===== src/rtl/mem_resp_if.sv =====
// rtl/mem_resp_if.sv - CPU, fast-RAM and I/O bus bundle for mem_resp
interface mem_resp_if;
  // CPU side
  logic [15:0] AB;
  logic        WE;
  logic [7:0]  DO;
  logic [7:0]  DI;
  logic        RDY;
  // fast RAM side
  logic [15:0] ram_addr;
  logic        ram_we;
  logic [7:0]  ram_wdata;
  logic [7:0]  ram_rdata;
  // I/O responder side
  logic        io_req;
  logic [7:0]  io_addr;
  logic        io_we;
  logic [7:0]  io_wdata;
  logic        io_ack;
  logic [7:0]  io_rdata;
  logic        io_timeout;

  modport slave (
    input  AB, WE, DO, ram_rdata, io_ack, io_rdata,
    output DI, RDY, ram_addr, ram_we, ram_wdata,
           io_req, io_addr, io_we, io_wdata, io_timeout
  );

  modport master (
    output AB, WE, DO, ram_rdata, io_ack, io_rdata,
    input  DI, RDY, ram_addr, ram_we, ram_wdata,
           io_req, io_addr, io_we, io_wdata, io_timeout
  );
endinterface


===== src/rtl/mem_resp.sv =====
// rtl/mem_resp.sv - zero-wait fast RAM responder with slow I/O page, wait states and timeout
module mem_resp #(
  parameter logic [7:0] IO_PAGE = 8'hFE,
  parameter int         TIMEOUT = 8
) (
  input logic       clk,
  input logic       rst,
  mem_resp_if.slave bus
);

  typedef enum logic [1:0] {S_IDLE, S_REQ, S_DONE} state_t;

  // Last count value at which an unanswered request is abandoned.
  localparam logic [7:0] CNT_LAST = 8'(TIMEOUT - 1);

  state_t     state;
  state_t     state_nx;
  logic [7:0] cnt;
  logic       io_hit;
  logic       rdy;
  logic       ram_we;
  logic       ack_take;
  logic       tmo_take;
  logic       sel_io;
  logic [7:0] io_hold;
  logic       io_req_q;
  logic [7:0] io_addr_q;
  logic       io_we_q;
  logic [7:0] io_wdata_q;
  logic       io_timeout_q;

  assign io_hit         = (bus.AB[15:8] == IO_PAGE);
  assign bus.ram_addr   = bus.AB;
  assign bus.ram_wdata  = bus.DO;
  assign bus.RDY        = rdy;
  assign bus.ram_we     = ram_we;
  assign bus.DI         = sel_io ? io_hold : bus.ram_rdata;
  assign bus.io_req     = io_req_q;
  assign bus.io_addr    = io_addr_q;
  assign bus.io_we      = io_we_q;
  assign bus.io_wdata   = io_wdata_q;
  assign bus.io_timeout = io_timeout_q;

  // Next-state and handshake decode; io_ack only matters while requesting.
  always_comb begin
    state_nx = state;
    rdy      = 1'b0;
    ram_we   = 1'b0;
    ack_take = 1'b0;
    tmo_take = 1'b0;
    case (state)
      S_IDLE: begin
        rdy    = !io_hit;
        ram_we = bus.WE & !io_hit;
        if (io_hit) state_nx = S_REQ;
      end
      S_REQ: begin
        if (bus.io_ack) begin
          ack_take = 1'b1;
          state_nx = S_DONE;
        end else if (cnt == CNT_LAST) begin
          tmo_take = 1'b1;
          state_nx = S_DONE;
        end
      end
      S_DONE: begin
        rdy      = 1'b1;
        state_nx = S_IDLE;
      end
      default: state_nx = S_IDLE;
    endcase
  end

  // State register.
  always_ff @(posedge clk or posedge rst) begin
    if (rst) state <= S_IDLE;
    else     state <= state_nx;
  end

  // Capture the I/O access parameters when it is first seen in IDLE.
  always_ff @(posedge clk or posedge rst) begin
    if (rst) begin
      io_addr_q  <= 8'h00;
      io_we_q    <= 1'b0;
      io_wdata_q <= 8'h00;
    end else if (state == S_IDLE && io_hit) begin
      io_addr_q  <= bus.AB[7:0];
      io_we_q    <= bus.WE;
      io_wdata_q <= bus.DO;
    end
  end

  // Wait-cycle counter for the timeout.
  always_ff @(posedge clk or posedge rst) begin
    if (rst)                                          cnt <= 8'h00;
    else if (state == S_IDLE && io_hit)               cnt <= 8'h00;
    else if (state == S_REQ && !ack_take && !tmo_take) cnt <= cnt + 8'h01;
  end

  // Registered request and timeout flags; both follow the state transitions.
  always_ff @(posedge clk or posedge rst) begin
    if (rst) begin
      io_req_q     <= 1'b0;
      io_timeout_q <= 1'b0;
    end else begin
      io_req_q     <= (state_nx == S_REQ);
      io_timeout_q <= tmo_take;
    end
  end

  // Read data holding register; writes never disturb it, a timed-out read returns FF.
  always_ff @(posedge clk or posedge rst) begin
    if (rst)                       io_hold <= 8'h00;
    else if (ack_take && !io_we_q) io_hold <= bus.io_rdata;
    else if (tmo_take && !io_we_q) io_hold <= 8'hFF;
  end

  // Remember which source the completed access used so DI steers correctly next cycle.
  always_ff @(posedge clk or posedge rst) begin
    if (rst)      sel_io <= 1'b0;
    else if (rdy) sel_io <= io_hit;
  end

endmodule


===== src/flat_wrapper.sv =====
// flat-port wrapper written by rule: the top's interface ports become plain ports
module mem_resp_flat 
#(
  parameter logic [7:0] IO_PAGE = 8'hFE,
  parameter int         TIMEOUT = 8
)
  (clk, rst, bus_AB, bus_WE, bus_DO, bus_ram_rdata, bus_io_ack, bus_io_rdata, bus_DI, bus_RDY, bus_ram_addr, bus_ram_we, bus_ram_wdata, bus_io_req, bus_io_addr, bus_io_we, bus_io_wdata, bus_io_timeout);
  mem_resp_if bus_i ();
  input logic clk;
  input logic rst;
  input wire logic [$bits(bus_i.AB)-1:0] bus_AB;
  input wire logic [$bits(bus_i.WE)-1:0] bus_WE;
  input wire logic [$bits(bus_i.DO)-1:0] bus_DO;
  input wire logic [$bits(bus_i.ram_rdata)-1:0] bus_ram_rdata;
  input wire logic [$bits(bus_i.io_ack)-1:0] bus_io_ack;
  input wire logic [$bits(bus_i.io_rdata)-1:0] bus_io_rdata;
  output wire logic [$bits(bus_i.DI)-1:0] bus_DI;
  output wire logic [$bits(bus_i.RDY)-1:0] bus_RDY;
  output wire logic [$bits(bus_i.ram_addr)-1:0] bus_ram_addr;
  output wire logic [$bits(bus_i.ram_we)-1:0] bus_ram_we;
  output wire logic [$bits(bus_i.ram_wdata)-1:0] bus_ram_wdata;
  output wire logic [$bits(bus_i.io_req)-1:0] bus_io_req;
  output wire logic [$bits(bus_i.io_addr)-1:0] bus_io_addr;
  output wire logic [$bits(bus_i.io_we)-1:0] bus_io_we;
  output wire logic [$bits(bus_i.io_wdata)-1:0] bus_io_wdata;
  output wire logic [$bits(bus_i.io_timeout)-1:0] bus_io_timeout;
  assign bus_i.AB = bus_AB;
  assign bus_i.WE = bus_WE;
  assign bus_i.DO = bus_DO;
  assign bus_i.ram_rdata = bus_ram_rdata;
  assign bus_i.io_ack = bus_io_ack;
  assign bus_i.io_rdata = bus_io_rdata;
  assign bus_DI = bus_i.DI;
  assign bus_RDY = bus_i.RDY;
  assign bus_ram_addr = bus_i.ram_addr;
  assign bus_ram_we = bus_i.ram_we;
  assign bus_ram_wdata = bus_i.ram_wdata;
  assign bus_io_req = bus_i.io_req;
  assign bus_io_addr = bus_i.io_addr;
  assign bus_io_we = bus_i.io_we;
  assign bus_io_wdata = bus_i.io_wdata;
  assign bus_io_timeout = bus_i.io_timeout;
  mem_resp #(.IO_PAGE(IO_PAGE), .TIMEOUT(TIMEOUT)) u_core (.clk(clk), .rst(rst), .bus(bus_i));
endmodule

===== config.mk =====
export PLATFORM = sky130hd
export DESIGN_NAME = mem_resp_flat
export DESIGN_NICKNAME = d
export VERILOG_FILES = /design/src/rtl/mem_resp_if.sv /design/src/rtl/mem_resp.sv /design/src/flat_wrapper.sv
export SDC_FILE = /design/constraint.sdc
export NUM_CORES = 1
export LEC_CHECK = 0
export BUFFER_PORTS_ARGS = -buffer_cell sky130_fd_sc_hd__buf_2
export CAP_MARGIN = 20
export CORE_ASPECT_RATIO = 0.7
export CORE_MARGIN = 5
export CORE_UTILIZATION = 35
export CTS_CLUSTER_SIZE = 24
export DETAILED_ROUTE_END_ITERATION = 8
export PLACE_DENSITY_LB_ADDON = 0.08
export SYNTH_ARGS = -nofsm -noshare
export SYNTH_HDL_FRONTEND = slang
export SYNTH_SLANG_ARGS = --single-unit

===== constraint.sdc =====
create_clock -name clk -period 2.3 [get_ports clk]
set_input_delay 0.46 -clock clk [delete_from_list [all_inputs] [get_ports clk]]
set_output_delay 0.46 -clock clk [all_outputs]
set_load 0.005 [all_outputs]

# Word level (Yosys, flattened, before mapping)
# Index checks and enable logic that the tools add are counted.
[op_classes]
muxes = 16
bitwise_logic = 1
add_sub_neg = 1
n_reduce_logical = 12
n_eq_ne = 5
[op_table]
columns = ["operator", "n"]
rows = [
  ["two-way mux 8 bit", 5],
  ["adder 8 x 1 -> 8 bit, second input constant", 1],
  ["equality test 8 x 3 -> 1 bit, second input constant", 1],
  ["equality test 8 bit, second input constant", 1],
  ["two-way mux 1 bit", 6],
  ["two-way mux 2 bit", 3],
  ["logical AND 1 bit", 5],
  ["equality test 2 x 1 -> 1 bit, second input constant", 2],
  ["zero test 1 bit", 4],
  ["case mux 2 bit (2 select lines)", 1],
  ["nonzero test 2 bit", 2],
  ["equality test 2 bit, second input constant", 1],
  ["zero test 2 bit", 1],
  ["case mux 1 bit (2 select lines)", 1],
  ["bitwise AND 1 bit", 1],
]
[word_totals]
input_bits = 44
regBits = 38
word_cells = 44
output_inout_bits = 53

# Depth between registers and ports, before layout
# Gate-level depths: netlist of the first run.
[logic_depth]
ltp_word = 8
mapped_depth = 5
mapped_depth_nobuf = 5

# Least setup slack after synthesis of the first run
# OpenSTA, ideal clock, no wires.
[synth_timing]
kind = "input -> register"
start = "input port bus_AB[14]"
end = "register u_core.io_addr_q[0], in the netlist u_core.bus.io_addr[0]"
path_stages = 4
setup_time_ns = 0.125
arrival_time_ns = 1.629
required_ns = 2.175
path_buffers = 1
setup_slack_ns = 0.546
cell_sequence = "nand4_1 nor4_4 buf_6 mux2_2"
[synth_via]
elab_chain_cells = 2
[synth_rtl]
columns = ["item", "line", "source"]
rows = [
  ["from (decl)", "flat_wrapper.sv:11", "input wire logic [$bits(bus_i.AB)-1:0] bus_AB;"],
  ["equality test 8 bit", "mem_resp.sv:32", "assign io_hit = (bus.AB[15:8] == IO_PAGE);"],
  ["logical AND 1 bit", "mem_resp.sv:86", "end else if (state == S_IDLE && io_hit) begin"],
  ["to (signal assigned)", "mem_resp.sv:87", "io_addr_q <= bus.AB[7:0];"],
  ["to (decl)", "mem_resp.sv:27", "logic [7:0] io_addr_q;"],
]
# Every way passes these cells.
# A chain may end at the register's enable or synchronous reset.

# Worst setup path after layout of the first run
[layout_timing]
start = "register u_core.cnt[0]"
end = "register u_core.io_hold[5]"
[layout_via]
elab_chain_cells = 6
[layout_rtl]
columns = ["item", "line", "source"]
rows = [
  ["from (decl)", "mem_resp.sv:18", "logic [7:0] cnt;"],
  ["from (signal assigned)", "mem_resp.sv:97", "else if (state == S_REQ && !ack_take && !tmo_take) cnt <= cnt + 8'h01;"],
  ["equality test 8 x 3 -> 1 bit", "mem_resp.sv:61", "end else if (cnt == CNT_LAST) begin"],
  ["two-way mux 1 bit", "mem_resp.sv:61", ""],
  ["two-way mux 1 bit", "mem_resp.sv:58", "if (bus.io_ack) begin"],
  ["two-way mux 1 bit", "mem_resp.sv:51", "case (state)"],
  ["logical AND 1 bit", "mem_resp.sv:115", "else if (tmo_take && !io_we_q) io_hold <= 8'hFF;"],
  ["nonzero test 2 bit (no source line)", "-", ""],
  ["to (signal assigned)", "mem_resp.sv:114", "else if (ack_take && !io_we_q) io_hold <= bus.io_rdata;"],
  ["to (decl)", "mem_resp.sv:25", "logic [7:0] io_hold;"],
]
# Every way passes these cells.

==> out/results.ini, run 1 <==
[outcome]
outcome = finished, final reports clean

[grt]
grt-ovfl-total = 0
grt_pass1_wl_mm = 6.53
grt_max_degree = 39
antenna_found_initial = 0
grt_util_all_layers_pct = 11.6
grt_pass1_vias = 1360

[yosys]
synth_xor_area_share_pct = 2.28
syn-num-nets = 198
muxShareOfSynthArea_pct = 16.0
synth_cell_types = 34
syn_area_per_cell_um2 = 12.5
syn-cell-area_mm2 = 0.00192
synth-seq-cells = 38
syn_inst = 153
synth-simple-area-share_pct = 11.7
yosysSeqAreaShare_pct = 49.6
synth_top_family_by_area = multiplexers
synth_fa_ha_area_share_pct = 0.652
synth_compound_gate_area_share_pct = 7.83
yosysWarnings = 0

[final_layout]
layout-drive-gt1-share_pct = 60.8
postLayoutCellArea_mm2 = 0.00239
syn_to_final_growth_pct = 24.5
antenna_cells = 0
layout.nets = 276

[detailed_routing]
drc = 0
wirelength_mm = 3.88
via_per_inst = 4.42
num_vias = 1344
drt-pass1-iter-count = 4
post_drt_wl_per_cell_um = 12.8
ant_nets = 0
drt_iter0_markers = 33

[power]
power_density_mw_per_mm2 = 588
p_leak_nw = 1.25
vdd_drop_max_mv = 0.243

[critical_path]
path_class = reg2reg
crit_arrival_ns = 2.06
crit_fanout = 8
cp-end-kind = flip-flop
worst_ep_required_time_ns = 2.53
crit_start = u_core.cnt[0]
reg2reg_from = u_core.cnt[0]
crit_path_start_kind = flip-flop

[floorplan]
die-area_mm2 = 0.00708
die_h_um = 71.9
std_cell_rows = 22
start_util_pct = 36.3
die_w_um = 98.5
io_pins = 97
coreArea_mm2 = 0.00529

[place]
place_congestion = 0.771
io_buffer_count = 96
dpl_cell_area_mm2 = 0.00229
place_hpwl_mm = 3.06

[clock_tree]
cts.sinks = 38
cts_setup_buffers = 0
cts_tree = done
clkLatencyLatePin_ns = 0.29
htreeDepth = 2
cts_resized = 0
cts-root-buf = clkbuf_8
numCtsBuffers = 5
ctsHoldBuffers = 0
cts.path.max_buffers = 2
clk_transition_reported_paths_ns = 0.08

[sta]
fin_crit_ns = 1.83
min_period_over_period_pct = 79.5
fin_tns_setup_ns = 0
clock_skew_ns = 0.00652
setup_viol = 0
slew_headroom_pct = 68.3
rsz0062_at_grt = no
hold_viol = 0
drv_slew = 0
tightest_slew_ns = 0.475
max_freq_mhz = 547

[flow_run]
drv_cap = 0

[min_path]
hold_path.class = in2async

-- worst paths after layout --
kind	slack, ns	cells past startpoint	endpoint
worst max register to register	0.47	5	u_core.io_hold[5]
min in group clk	0.39	2	u_core.bus.io_timeout
worst min-delay path	0.26	3	u_core.bus.io_addr[0]
max in group asynchronous	1.70	3	u_core.io_hold[5]
worst max-delay path	0.47	5	u_core.io_hold[5]
worst min register to register	0.48	1	u_core.io_hold[0]
-- power by group --
part	internal (W)	switching (W)
sequential	0.000720	0.0000298
combinational	0.000109	0.0000749
clock	0.000241	0.000230
-- critical path, stage by stage (launching register included) --
cell     delay [ns]
dfrtp_1        0.38
ha_1           0.24
nor4b_4        0.38
and3_1         0.27
o21a_1         0.30
o22a_1         0.20
-- placed cells by master, fill, tap and decap left out, drive strengths merged, types with 3 or more instances in the layout --
cell / count
buf: 99
clkbuf: 6
dfrtp: 38
inv: 3
mux2: 26
nand2: 6
nor2: 13
o22a: 9
xnor2: 5
-- Yosys cell counts --
| cell type | n | area [um^2] |
|---|---|---|
| dfrtp_1 | 38 | 951 |
| mux2_2 | 25 | 282 |
| buf_4 | 24 | 180 |
| nor2_1 | 12 | 45.0 |
| o22a_1 | 9 | 78.8 |
| nand2_1 | 6 | 22.5 |
| xnor2_1 | 5 | 43.8 |
| buf_6 | 3 | 33.8 |
| inv_1 | 3 | 11.3 |
| a21oi_1 | 2 | 10.0 |
| nor3_1 | 2 | 10.0 |
| or2_2 | 2 | 12.5 |
| a2111oi_4 | 1 | 27.5 |
| a31oi_4 | 1 | 21.3 |
| and3_1 | 1 | 6.26 |
| clkbuf_1 | 1 | 3.75 |
| ha_1 | 1 | 12.5 |
| mux2_4 | 1 | 15.0 |
| mux2i_1 | 1 | 10.0 |
| nand2b_1 | 1 | 6.26 |
| nand3_1 | 1 | 5.00 |
| nand4_1 | 1 | 6.26 |
| nand4b_1 | 1 | 8.76 |
| nand4bb_1 | 1 | 11.3 |
| nor2_2 | 1 | 6.26 |
| nor3b_1 | 1 | 7.51 |
| nor4_1 | 1 | 6.26 |
| nor4_4 | 1 | 21.3 |
| nor4b_1 | 1 | 8.76 |
| nor4b_4 | 1 | 23.8 |
| o21a_1 | 1 | 7.51 |
| o21ai_0 | 1 | 5.00 |
| or3_1 | 1 | 6.26 |
| or3b_4 | 1 | 11.3 |
-- logic make-up after synthesis --
kind of cell,after synthesis
DFF,38
xor gates and xnor gates,5
adders and majority gates,1
muxes,27
AOI/OAI and AO/OA,15
and+or+nand+nor,36
buffers and inverters,31
-- state kept, by name (all words and copies together) (netlist names) --
name / cells
u_core.bus.io_wdata: 8
u_core.bus.io_req: 1
u_core.sel_io: 1
u_core.io_hold: 8
u_core.cnt: 8
u_core.state: 2
u_core.bus.io_we: 1
u_core.bus.io_addr: 8
u_core.bus.io_timeout: 1
-- layout make-up --
class | instances | area [um^2]
fill | 512 | 2900
sequential | 38 | 951
multi-input combinational | 84 | 738
timing repair buffer | 99 | 503
tap | 72 | 90.1
clock buffer | 6 | 82.6
clock inverter | 2 | 12.5
inverter | 3 | 11.3
-- metrics by stage --
step	util, %	instances	power, W	hold WS [ns]	worst slack, ns
2_1_floorplan	-	153	0.000870	0.454	0.546
3_3_place_gp	43.4	296	0.000951	0.473	0.482
3_5_place_dp	43.4	296	0.000953	0.475	0.465
4_1_cts	45.2	304	0.00143	0.269	0.450
5_1_grt	45.2	304	0.00150	0.322	0.298
6_report	45.2	304	0.00140	0.263	0.472
-- metal layers --
metal / up-vias / GRT usage (%) / part of all wire (%) / wire length [um]
met1: 632 / 14.9 / 45 / 1730
met3: 5 / 4.32 / 8.3 / 321
li1: 663 / - / - / -
met4: 0 / 5.45 / 1.3 / 50
met2: 44 / 17.5 / 46 / 1780
met5: - / 0 / 0 / 0
Power figures use the tool's default switching activity.
==> run 2, diff against run 1 <==
Settings changed: ABC_AREA from default to 1.
Clock period 2.3 ns to 1.6 ns, I/O delays scaled along.
==> out/results.ini, run 2 <==
[floorplan]
start_util_pct = 36.8  ; +0.47 points
io_pins = 97  ; unchanged
die-area_mm2 = 0.00779  ; +10%
die_h_um = 75.4  ; +4.8%
coreArea_mm2 = 0.00581  ; +10%
die_w_um = 103  ; +5.0%
std_cell_rows = 23  ; +4.5%

[critical_path]
rrSetupSlack_ns = 0.16  ; -0.31 ns
rr_endpoint = u_core.io_hold[5]
path_class = reg2out
crit_path_start_kind = flip-flop
crit_fanout = 3  ; -5
cp-end-kind = output pin
rr_worst_depth = 6  ; +1
crit_arrival_ns = 1.25  ; -0.81 ns
worst_ep_required_time_ns = 1.28  ; -1.25 ns
reg2reg_from = u_core.cnt[0]

[place]
io_buffer_count = 96  ; unchanged
place_congestion = 0.750  ; -2.8%
place_hpwl_mm = 3.77  ; +23%
dpl_cell_area_mm2 = 0.00255  ; +11%

[final_layout]
layout.nets = 390  ; +41%
syn_to_final_growth_pct = 27.8
final_common_cell = nand2_1
antenna_cells = 0  ; unchanged
layout_common_cells = nand2_1, buf_2, dfrtp_1, inv_1, nand3_1
layout-drive-gt1-share_pct = 39.3  ; -21 points
seq_area_um2 = 953  ; +0.26%
multiInputGateArea_um2 = 872  ; +18%
postLayoutCellArea_mm2 = 0.00273  ; +14%
fillers = 599  ; +17%

[sta]
fin_crit_ns = 1.57
rsz0062_at_grt = yes
tightest_slew_ns = 0.493  ; +0.0180 ns
clock_skew_ns = 0.00706  ; +0.000550 ns
drv_slew = 0  ; unchanged
min_period_over_period_pct = 98.2
max_freq_mhz = 637
setup_viol = 0  ; unchanged
slew_headroom_pct = 67.1  ; -1.2 points
hold_viol = 0  ; unchanged

[yosys]
ys.flop_type = dfrtp_1
syn-num-nets = 308  ; +56%
yosysMostFrequentCell = nand2_1
synth_top_area_share_pct = 44.5  ; -5.1 points
synth-seq-cells = 38  ; unchanged
synth_enable_flop_cells = 0  ; unchanged
syn_area_per_cell_um2 = 8.13  ; -35%
yosysSeqAreaShare_pct = 44.5  ; -5.1 points
yosysWarnings = 0  ; unchanged
netlist.top_cell.by_area = dfrtp_1
synthArstFlopShare_pct = 100  ; unchanged
synth_cell_types = 24  ; -29%
synthTopCellsByCount = nand2_1, dfrtp_1, buf_4, inv_1, nand3_1
syn-cell-area_mm2 = 0.00214  ; +11%
syn_inst = 263  ; +72%
netlist_top_cells_area = dfrtp_1, nand2_1, buf_4

[detailed_routing]
drc = 0  ; unchanged
num_vias = 1862  ; +39%
wirelength_mm = 5.00  ; +29%
drt_iter0_markers = 88  ; +170%
ant_nets = 0  ; unchanged
via_per_inst = 4.42  ; about the same
post_drt_wl_per_cell_um = 11.9  ; -7.0%
drt-pass1-iter-count = 4  ; unchanged

[grt]
antenna_found_initial = 0  ; unchanged
grt_pass1_vias = 1729  ; +27%
grt_pass1_wl_mm = 7.83  ; +20%
grt_use_met2_pct = 20.3  ; +2.9 points
gr-usage-met3_pct = 3.75  ; -0.57 points
grt_max_degree = 39  ; unchanged
grt_busiest_layer = met2
grt_use_met1_pct = 17.5  ; +2.6 points
grt-ovfl-total = 0  ; unchanged
grt_util_all_layers_pct = 12.9  ; +1.3 points

[power]
p_leak_nw = 1.59  ; +27%
vdd_drop_max_mv = 0.324  ; +33%
power_density_mw_per_mm2 = 857  ; +46%
power_w = 0.00234  ; +67%

[clock_tree]
cts.path.max_buffers = 2  ; unchanged
clkLatencyLatePin_ns = 0.29  ; about the same
numCtsBuffers = 5  ; unchanged
cts_tree = done
ctsHoldBuffers = 0  ; unchanged
cts-root-buf = clkbuf_8
htreeDepth = 2  ; unchanged
clk_transition_reported_paths_ns = 0.08  ; about the same
cts.sinks = 38  ; unchanged

[flow_run]
drv_cap = 0  ; unchanged

[outcome]
outcome = finished, final reports clean

[min_path]
hold_path.class = in2async

run 2: cell count changes after synthesis, sizes merged, moves of 9 or more:
cell,previous run,this run
inv,3,26
o22a,9,0
nand2,6,98
nand4,1,16
mux2,26,8
nand3,1,23
run 2: cell families after synthesis:
kind of cell	synth area share, %
and+or+nand+nor	33.2
muxes	4.22
DFF	44.5
adders and majority gates	0.585
AOI/OAI and AO/OA	1.46
buffers and inverters	14.8
xor gates and xnor gates	1.23
run 2: where the power goes:
| group | internal, W | switching (W) | total [W] |
|---|---|---|---|
| clock | 0.000665 | 0.000328 | 0.000993 |
| sequential | 0.00103 | 0.0000410 | 0.00107 |
| combinational | 0.000137 | 0.000139 | 0.000276 |
run 2: how the worst max path moves through the flow:
stage / cells past startpoint / endpoint / start
detailed placement: 6 / u_core.io_hold[5] / u_core.cnt[0]
finish: 3 / bus_DI[0] / u_core.sel_io
global placement: 6 / u_core.io_hold[2] / u_core.cnt[0]
CTS: 2 / bus_DI[0] / u_core.sel_io
floorplan: 6 / u_core.io_hold[0] / u_core.cnt[0]
global route: 3 / bus_DI[4] / u_core.sel_io
run 2: layout make-up:
cell class / count / area share [%]
flip-flops and latches: 38 / 34.9
multi-input cells: 167 / 31.9
repair buffers: 107 / 20.9
inverters: 26 / 3.57
well taps: 75 / 3.44
clock buffers: 6 / 3.02
clock inverters: 2 / 2.20
run 2: metrics by stage:
step	hold WS [ns]	std cells	utilization, %	TNS [ns]	worst slack, ns
3_5_place_dp	0.462	410	43.9	0	0.168
6_report	0.132	421	47.0	0	0.0294
2_1_floorplan	0.430	263	-	0	0.222
3_3_place_gp	0.459	410	43.9	0	0.203
4_1_cts	0.148	418	46.4	-0.0295	-0.0160
5_1_grt	0.185	421	47.0	-0.163	-0.0340
run 2: critical path, cell delays in order, from the launching register on:
cell and delay (ns):
dfrtp_2 0.39, buf_6 0.12, mux2_2 0.33, buf_2 0.13
run 2: metal layers:
layer  share of wire [%]  vias up
li1                    -      970
met2                  42       74
met5                   0        -
met1                  47      812
met3                 9.4        6
met4                0.80        0
run 2: repair_timing:
item	CTS	global route
resized for setup	1	6
setup endpoints to repair	8	9
buffers inserted	0	3
==> run 3, diff against run 2 <==
Clock period 1.6 ns to 1.3 ns, I/O delays scaled along.
==> out/results.ini, run 3 (same netlist as run 2, synthesis figures left out) <==
[outcome]
outcome = finished with violations
violations = setup timing

[place]
io_buffer_count = 96  ; unchanged
dpl_cell_area_mm2 = 0.00265  ; +3.6%
place_congestion = 0.737  ; -1.7%
place_hpwl_mm = 3.89  ; +3.2%
dp_slack_ns = -0.00478  ; -0.173 ns

[detailed_routing]
drt-pass1-iter-count = 4  ; unchanged
post_drt_wl_per_cell_um = 12.6  ; +5.9%
num_vias = 1968  ; +5.7%
via_per_inst = 4.50  ; +1.8%
drt_iter0_markers = 93  ; +5.7%
wirelength_mm = 5.50  ; +10%
ant_nets = 0  ; unchanged
drc = 0  ; unchanged

[sta]
fin_ws_ns = -0.190  ; -0.219 ns
clock_skew_ns = 0.00504  ; -0.00202 ns
tightest_slew_ns = 0.267  ; -0.226 ns
slew_headroom_pct = 82.1  ; +15 points
fin_crit_ns = 1.49
max_freq_mhz = 671
setup_viol = 10  ; +10
rsz0062_at_grt = yes
drv_slew = 0  ; unchanged
min_period_over_period_pct = 115
hold_viol = 0  ; unchanged
whs_ns = 0.0174  ; -0.114 ns

[grt]
grt_pass1_vias = 1859  ; +7.5%
antenna_found_initial = 0  ; unchanged
grt-ovfl-total = 0  ; unchanged
grt_max_degree = 39  ; unchanged
grt_pass1_wl_mm = 8.47  ; +8.1%
grt_util_all_layers_pct = 14.0  ; +1.1 points

[critical_path]
critPathMaxStageDelay_ns = 0.41  ; +0.02 ns
crit_path_start_kind = flip-flop
critical_path_buf_inv_count = 2  ; unchanged
crit_fanout = 5  ; +2
path_delay_family = flip-flops
rr_worst_depth = 7  ; +1
crit_arrival_ns = 1.23  ; -0.02 ns
cp_slowest_cell = dfrtp_2
path_class = reg2out
crit_top_cell = buf_6
path_cells = buf_6, mux2_4, buf_6
worst_ep_required_time_ns = 1.04  ; -0.24 ns
crit_cells = 3  ; unchanged
cp-end-kind = output pin

[final_layout]
syn_to_final_growth_pct = 35.0
final_common_cell = buf_2
layout.nets = 407  ; +4.4%
postLayoutCellArea_mm2 = 0.00289  ; +5.7%
layout_common_cells = buf_2, nand2_1, dfrtp_1, inv_1, buf_4
layout-drive-gt1-share_pct = 45.0  ; +5.7 points
antenna_cells = 0  ; unchanged
fillers = 593  ; -1.0%

[floorplan]
die_h_um = 75.4  ; unchanged
io_pins = 97  ; unchanged
coreArea_mm2 = 0.00581  ; unchanged
std_cell_rows = 23  ; unchanged
start_util_pct = 36.8  ; unchanged
die-area_mm2 = 0.00779  ; unchanged
die_w_um = 103  ; unchanged

[clock_tree]
cts-root-buf = clkbuf_8
cts_tree = done
ctsHoldBuffers = 0  ; unchanged
cts.path.max_buffers = 2  ; unchanged
clkLatencyLatePin_ns = 0.28  ; about the same
clk_transition_reported_paths_ns = 0.07  ; about the same
numCtsBuffers = 5  ; unchanged
htreeDepth = 2  ; unchanged
cts.sinks = 38  ; unchanged

[power]
pwr-share-seq_pct = 53.3  ; +7.5 points
pwr-share-comb_pct = 15.5  ; +3.7 points
p_leak_nw = 1.67  ; +5.0%
internal_power_w = 0.00183  ; -0.23%
p_sw_share_pct = 26.0  ; +4.3 points
power_density_mw_per_mm2 = 856  ; -0.12%
clkPwrFrac_pct = 31.2  ; -11 points
p_sw_w = 0.000642  ; +26%
vdd_drop_max_mv = 0.500  ; +54%

[min_path]
hold_path.class = in2async

[flow_run]
drv_cap = 0  ; unchanged

==> run 3: cell types whose count changed in the layout (fill, tap and decap cells not counted), sizes merged <==
cell	change
nand2	+1
clkbuf	-1
bufinv	-2
inv	-1
buf	+16
clkinv	+3
==> run 3: final timing paths <==
| check | startpoint | to | slack, ns |
|---|---|---|---|
| max reg2reg | u_core.state[1] | u_core.cnt[0] | 0.04 |
| min reg2reg | u_core.io_hold[6] | u_core.io_hold[6] | 0.47 |
| min in group clk | bus_DO[5] | u_core.bus.io_wdata[5] | 0.18 |
| max | u_core.sel_io | bus_DI[1] | -0.19 |
| min | rst | u_core.bus.io_wdata[0] | 0.02 |
| max in group asynchronous | rst | u_core.sel_io | 1.07 |
==> run 3: per-layer routing <==
metal	wire length [um]	up-vias	global-route usage (%)
met5	0	-	0
met4	23	0	3.45
met3	447	2	3.39
met2	2370	76	20.3
met1	2650	880	21.1
li1	-	1010	-
==> run 3: metrics by stage <==
step	util (%)	setup TNS, ns	instances	power (W)
6_report	49.6	-1.62	437	0.00247
5_1_grt	49.6	-2.64	437	0.00263
4_1_cts	48.2	-1.68	435	0.00251
3_5_place_dp	45.5	-0.0102	419	0.00171
3_3_place_gp	45.5	0	419	0.00171
2_1_floorplan	-	0	263	0.00154
==> run 3: power by group through the flow <==
stage	logic, W	registers, W	clock network, W
2_1_floorplan	0.000201	0.00133	0
3_3_place_gp	0.000368	0.00134	0
3_5_place_dp	0.000375	0.00134	0
4_1_cts	0.000385	0.00132	0.000806
5_1_grt	0.000442	0.00133	0.000858
6_report	0.000383	0.00132	0.000770
==> run 3: worst register-to-register path, cell delays in order (launching register included) <==
cell and delay [ns]:
dfrtp_1 0.43, buf_6 0.14, nor2_4 0.14, nand2_4 0.08, nor2_4 0.13, buf_12 0.14, nand3_1 0.08, nand2_1 0.07
==> run 3: cell type report <==
cell class	count	area [um^2]	share of cell area [%]
sequential	38	952	33.0
multi-input combinational	168	935	32.4
timing repair buffer	123	727	25.2
inverter	26	98.8	3.43
tap	75	93.8	3.25
clock buffer	5	68.8	2.39
clock inverter	2	10.0	0.347
==> run 3: what timing repair did <==
| action | in CTS | in global routing |
|---|---|---|
| cloned | 0 | 2 |
| buffers inserted | 9 | 1 |
| pin swaps | 5 | 13 |
| setup endpoints to repair | 14 | 29 |
| resized for setup | 5 | 18 |
